### src/rtl/riscv_dbg_pkg.sv
// Shared types and constants for the register-file debug dump.
package riscv_dbg_pkg;

  typedef enum logic [2:0] {
    IDLE,
    HDR,
    LOAD,
    IDX,
    DATA,
    CSUM
  } dump_state_t;

  localparam logic [7:0] SYNC_BYTE_DEFAULT = 8'hA5;
  localparam int         BYTES_PER_REG     = 4;

endpackage

### src/rtl/riscv_word_serializer.sv
// Holds one captured register word and presents it MSB byte first.
// The byte at the top of the shift register is always on byte_out; the
// owner advances it after each accepted byte and reads last_out to know
// when the word is exhausted.
module riscv_word_serializer
  import riscv_dbg_pkg::*;
(
  input  logic        clk_in,
  input  logic        rst_n_in,
  input  logic        load_in,
  input  logic [31:0] word_in,
  input  logic        adv_in,
  output logic [7:0]  byte_out,
  output logic        last_out
);

  localparam int CW = $clog2(BYTES_PER_REG);

  logic [31:0]   shift_q, shift_d;
  logic [CW-1:0] cnt_q, cnt_d;

  // Load restarts the byte count; advance shifts the next byte into view.
  always_comb begin
    shift_d = shift_q;
    cnt_d   = cnt_q;
    if (load_in) begin
      shift_d = word_in;
      cnt_d   = '0;
    end else if (adv_in) begin
      shift_d = {shift_q[23:0], 8'h00};
      cnt_d   = cnt_q + 1'b1;
    end
  end

  // Word and byte-count registers.
  always_ff @(posedge clk_in or negedge rst_n_in) begin
    if (!rst_n_in) begin
      shift_q <= '0;
      cnt_q   <= '0;
    end else begin
      shift_q <= shift_d;
      cnt_q   <= cnt_d;
    end
  end

  assign byte_out = shift_q[31:24];
  assign last_out = (cnt_q == CW'(BYTES_PER_REG - 1));

endmodule

### src/rtl/riscv_regdump.sv
// Post-halt register dump: walks the register file debug port and streams
// a framed byte dump (sync, per-register index + value, XOR checksum).
//
// state | meaning
// IDLE  | waiting for start; index and checksum held at their initial values
// HDR   | presenting the sync byte
// LOAD  | bubble cycle: value of the current index captured into the serializer
// IDX   | presenting the index byte of the current register
// DATA  | presenting the four value bytes, MSB first
// CSUM  | presenting the checksum byte; done pulses after it is accepted
module riscv_regdump
  import riscv_dbg_pkg::*;
#(
  parameter int         NUM_REGS  = 32,
  parameter int         FIRST_REG = 0,
  parameter logic [7:0] SYNC_BYTE = SYNC_BYTE_DEFAULT
) (
  input  logic        clk_in,
  input  logic        rst_n_in,
  input  logic        start_in,
  input  logic        abort_in,
  output logic [4:0]  reg_debug_out,
  input  logic [31:0] reg_debug_in,
  output logic [7:0]  byte_out,
  output logic        byte_valid_out,
  input  logic        byte_ready_in,
  output logic        busy_out,
  output logic        done_out
);

  localparam logic [4:0] FIRST_IDX = 5'(FIRST_REG);
  localparam logic [4:0] LAST_IDX  = 5'(NUM_REGS - 1);

  dump_state_t state_q, state_d;
  logic [4:0]  idx_q, idx_d;
  logic [7:0]  csum_q, csum_d;
  logic        done_q, done_d;

  logic        accept;
  logic        ser_load;
  logic        ser_adv;
  logic [7:0]  ser_byte;
  logic        ser_last;

  riscv_word_serializer u_ser (
    .clk_in   (clk_in),
    .rst_n_in (rst_n_in),
    .load_in  (ser_load),
    .word_in  (reg_debug_in),
    .adv_in   (ser_adv),
    .byte_out (ser_byte),
    .last_out (ser_last)
  );

  // Output byte selection, then next-state; abort overrides any accept.
  always_comb begin
    state_d        = state_q;
    idx_d          = idx_q;
    csum_d         = csum_q;
    done_d         = 1'b0;
    ser_load       = 1'b0;
    ser_adv        = 1'b0;
    byte_valid_out = 1'b0;
    byte_out       = 8'h00;

    case (state_q)
      HDR:  begin byte_valid_out = 1'b1; byte_out = SYNC_BYTE;        end
      IDX:  begin byte_valid_out = 1'b1; byte_out = {3'b000, idx_q};  end
      DATA: begin byte_valid_out = 1'b1; byte_out = ser_byte;         end
      CSUM: begin byte_valid_out = 1'b1; byte_out = csum_q;           end
      default: ;
    endcase

    accept = byte_valid_out && byte_ready_in && !abort_in;

    case (state_q)
      IDLE: begin
        idx_d  = FIRST_IDX;
        csum_d = 8'h00;
        if (start_in) state_d = HDR;
      end
      HDR: if (accept) state_d = LOAD;
      LOAD: begin
        ser_load = 1'b1;
        state_d  = IDX;
      end
      IDX: if (accept) begin
        csum_d  = csum_q ^ byte_out;
        state_d = DATA;
      end
      DATA: if (accept) begin
        csum_d  = csum_q ^ byte_out;
        ser_adv = 1'b1;
        if (ser_last) begin
          if (idx_q == LAST_IDX) begin
            state_d = CSUM;
          end else begin
            idx_d   = idx_q + 5'd1;
            state_d = LOAD;
          end
        end
      end
      CSUM: if (accept) begin
        done_d  = 1'b1;
        state_d = IDLE;
      end
      default: state_d = IDLE;
    endcase

    if (state_q != IDLE && abort_in) state_d = IDLE;
  end

  // State, index, checksum and done-pulse registers.
  always_ff @(posedge clk_in or negedge rst_n_in) begin
    if (!rst_n_in) begin
      state_q <= IDLE;
      idx_q   <= 5'd0;
      csum_q  <= 8'h00;
      done_q  <= 1'b0;
    end else begin
      state_q <= state_d;
      idx_q   <= idx_d;
      csum_q  <= csum_d;
      done_q  <= done_d;
    end
  end

  assign reg_debug_out = (state_q == IDLE) ? 5'd0 : idx_q;
  assign busy_out      = (state_q != IDLE);
  assign done_out      = done_q;

endmodule

### config.mk
export PLATFORM = sky130hd
export DESIGN_NAME = riscv_regdump
export DESIGN_NICKNAME = d
export VERILOG_FILES = /design/src/rtl/riscv_dbg_pkg.sv /design/src/rtl/riscv_word_serializer.sv /design/src/rtl/riscv_regdump.sv
export SDC_FILE = /design/constraint.sdc
export NUM_CORES = 1
export LEC_CHECK = 0
export ABC_CLOCK_PERIOD_IN_PS = 5400
export CAP_MARGIN = 20
export CORE_MARGIN = 2
export CORE_UTILIZATION = 45
export CTS_CLUSTER_SIZE = 14
export DETAILED_ROUTE_END_ITERATION = 16
export PLACE_DENSITY = 0.69
export SLEW_MARGIN = 25
export SYNTH_ARGS = -nofsm -noshare
export SYNTH_HDL_FRONTEND = slang
export SYNTH_SLANG_ARGS = --single-unit
### constraint.sdc
create_clock -name clk_in -period 5.4 [get_ports clk_in]
set_clock_uncertainty 0.05 [all_clocks]
set_input_delay 0.54 -clock clk_in [delete_from_list [all_inputs] [get_ports clk_in]]
set_output_delay 0.54 -clock clk_in [all_outputs]
set_load 0.05 [all_outputs]
==> results.py <==
metrics = {
    "clock_tree": {
        "post_cts_resized": 0,
        "cts-root-buf": "clkbuf_8",
        "cts_sinks": 51,
        "insertion_delay_ns": 0.29,
        "cts_buffer_depth": 2,
        "htreeDepth": 2,
        "ctsHoldBuffers": 0,
        "cts_inserted_buffers": 5,
        "post_cts.repair.setup_buffers": 0,
        "cts.clk_slew.worst_paths_ns": 0.09,
        "cts_tree": "done",
    },
    "setup_path": {
        "critPathRequiredTime_ns": 4.81,
        "path_max_fanout": 26,
        "start_kind": "register",
        "slowest_stage": "dfrtp_1",
        "cp-end-kind": "output pin",
        "path_class": "register to output pin",
        "critPathBufInv": 2,
        "crit_arrival_ns": 3.00,
        "cp_top_family": "buffers and inverters",
        "crit_chain": "or2_1 > nor2_1 > inv_1 > and2_1 > clkdlybuf4s50_1",
        "cp_slowest_stage_delay_ns": 0.88,
    },
    "floorplan": {
        "die_w_um": 81.2,
        "rows": 28,
        "die-area_um2": 6600,
        "start_util_pct": 45.9,
        "io_pins": 53,
        "fp.coreArea_um2": 5850,
        "die_h_um": 81.2,
    },
    "sta": {
        "period_needed_ns": 3.59,
        "max_slew_margin_pct": 36.1,
        "finalHoldViolCount": 0,
        "setup_tns_ns": 0,
        "worst-slew-pin-transition_ns": 0.955,
        "maxSlewViolCount": 0,
        "min_period_over_period_pct": 66.6,
        "rsz0062_at_grt": "no",
        "fmax_ghz": 0.278,
        "finalSetupViolCount": 0,
    },
    "route": {
        "drc_errors": 0,
        "drt_iter0_drc": 219,
        "drt-pass1-iter-count": 4,
        "vias_per_cell": 5.32,
        "wire_per_inst_um": 13.9,
        "vias": 2260,
        "wirelength_um": 5890,
        "antenna_left": 0,
    },
    "global_routing": {
        "antenna_found_initial": 0,
        "grt_usage_pct": 19.9,
        "grt_pass1_vias": 2230,
        "grt_overflow": 0,
        "grt_pass1_wl_um": 10400,
        "grt_max_degree": 52,
    },
    "synth": {
        "syn_inst": 306,
        "synth_edf_count": 0,
        "yosys_warnings": 0,
        "ys_types": 39,
        "postSynthAreaPerCell_um2": 8.77,
        "synth_seq_cells": 51,
        "yosys_most_used_dff": "dfrtp_1",
        "ys_seq_area_share_pct": 47.6,
        "ys_async_sr_fraction_pct": 100,
        "syn_nets": 346,
        "syn-cell-area_um2": 2680,
    },
    "power_and_ir_drop": {
        "p_leak_uw": 0.00151,
        "peakVddDrop_uv": 194,
        "combPwrFrac_pct": 40.7,
        "p_total_uw": 1460,
        "switchingPower_uw": 591,
        "sw_frac_of_total_pct": 40.3,
        "intPower_uw": 874,
        "power_density_nw_per_um2": 441,
        "power_frac_seq_pct": 42.9,
        "power_frac_clock_pct": 16.3,
    },
    "placement": {
        "post-dp-hpwl_um": 3980,
        "io_buffers": 52,
        "gp_congestion": 0.834,
    },
    "cells_and_area": {
        "fill_cells": 548,
        "regArea_um2": 1280,
        "drive_gt1_share_pct": 4.29,
        "syn_to_final_growth_pct": 23.9,
        "fin_nets": 389,
        "multi_input_area_um2": 1290,
        "antenna_cells": 0,
    },
    "job": {
        "maxCapViolCount": 0,
    },
    "worst_hold_path": {
        "hp-class": "input pin to async pin",
    },
    "status": {
        "status": "finished, final reports clean",
    },
}
placed cells by master (no fill, tap or decap), types with 6 or more instances in the layout:
cell type / count
a31oi_1: 18
nand2b_1: 8
and2_1: 6
nand2_1: 74
mux2i_1: 12
dfrtp_1: 51
nand3_1: 22
clkbuf_8: 7
clkdlybuf4s50_1: 51
a22oi_1: 7
o21ai_0: 16
nor2_1: 25
stage by stage:
stage | cells | hold slack (ns) | setup slack, ns | util, % | cell area [µm²]
2_1_floorplan | 306 | 0.194 | 3.11 | - | 2680
3_3_place_gp | 416 | 0.418 | 2.21 | 54.9 | 3210
3_5_place_dp | 416 | 0.420 | 2.15 | 54.9 | 3210
4_1_cts | 424 | 0.320 | 1.80 | 56.6 | 3310
5_1_grt | 425 | 0.363 | 1.56 | 56.8 | 3320
6_report | 425 | 0.289 | 1.81 | 56.8 | 3320
synth_stat cells, types with 2 or more instances:
cell type / n / area (µm²)
inv_1: 4 / 15.0
nand3b_1: 4 / 30.0
nand3_1: 22 / 110
dfrtp_1: 51 / 1280
buf_6: 3 / 33.8
buf_2: 8 / 40.0
ha_1: 3 / 37.5
nor2_1: 25 / 93.8
and2_1: 6 / 37.5
nor2b_1: 4 / 25.0
o21ai_0: 16 / 80.1
xor2_1: 3 / 26.3
and3_1: 2 / 12.5
a2111o_1: 2 / 22.5
o2bb2ai_1: 3 / 26.3
clkbuf_1: 8 / 30.0
a22oi_1: 7 / 52.6
a21oi_1: 4 / 20.0
a31oi_1: 18 / 113
nand4_1: 2 / 12.5
nand2b_1: 8 / 50.1
nand2_1: 74 / 278
mux2i_1: 12 / 120
nor3_1: 2 / 10.0
worst paths after layout:
kind	endpoint	startpoint	depth (start not counted)	slack [ns]
min	idx_q[4]	rst_n_in	2	0.29
max in group asynchronous	idx_q[2]	rst_n_in	2	4.57
min reg2reg	csum_q[1]	csum_q[1]	1	0.44
max reg2reg	u_ser.shift_q[20]	state_q[0]	5	3.09
min in group clk_in	csum_q[1]	csum_q[1]	1	0.44
max	reg_debug_out[4]	state_q[0]	5	1.81
sequential cells by signal, summed over array words and instances (netlist names):
name	count
done_out	1
csum_q	8
idx_q	5
state_q	3
u_ser.cnt_q	2
u_ser.shift_q	32
per-layer routing:
metal | global-route usage, % | routed length, µm | vias to the layer above
met5 | 0 | 0 | -
met4 | 3.05 | 19 | 0
met3 | 3.78 | 324 | 2
met2 | 32.4 | 2800 | 72
met1 | 28.3 | 2750 | 1045
li1 | - | - | 1141
logic make-up (layout without fill, tap and decap cells):
logic type,count (synthesis),after routing,share of synthesized area (%)
simple gates,154,154,26.4
buf+inv,24,68,4.71
fa+ha+maj,3,3,1.40
mux,12,12,4.48
compound gates,58,58,14.1
xor+xnor,4,4,1.31
flops,51,51,47.6
power by group through the flow:
stage,clock (µW),sequential [µW],combinational [µW]
2_1_floorplan,0,584,492
3_3_place_gp,0,628,586
3_5_place_dp,0,634,598
6_report,239,629,597
4_1_cts,249,626,604
5_1_grt,262,649,674
final cells by class:
class | instances | share of cell area, %
clock inverters | 1 | 0.226
well taps | 75 | 2.82
flip-flops and latches | 51 | 38.4
multi-input cells | 231 | 38.7
inverters | 4 | 0.452
clock buffers | 7 | 2.90
repair buffers | 56 | 16.5
Note: power is estimated with default switching activity, not from simulation.
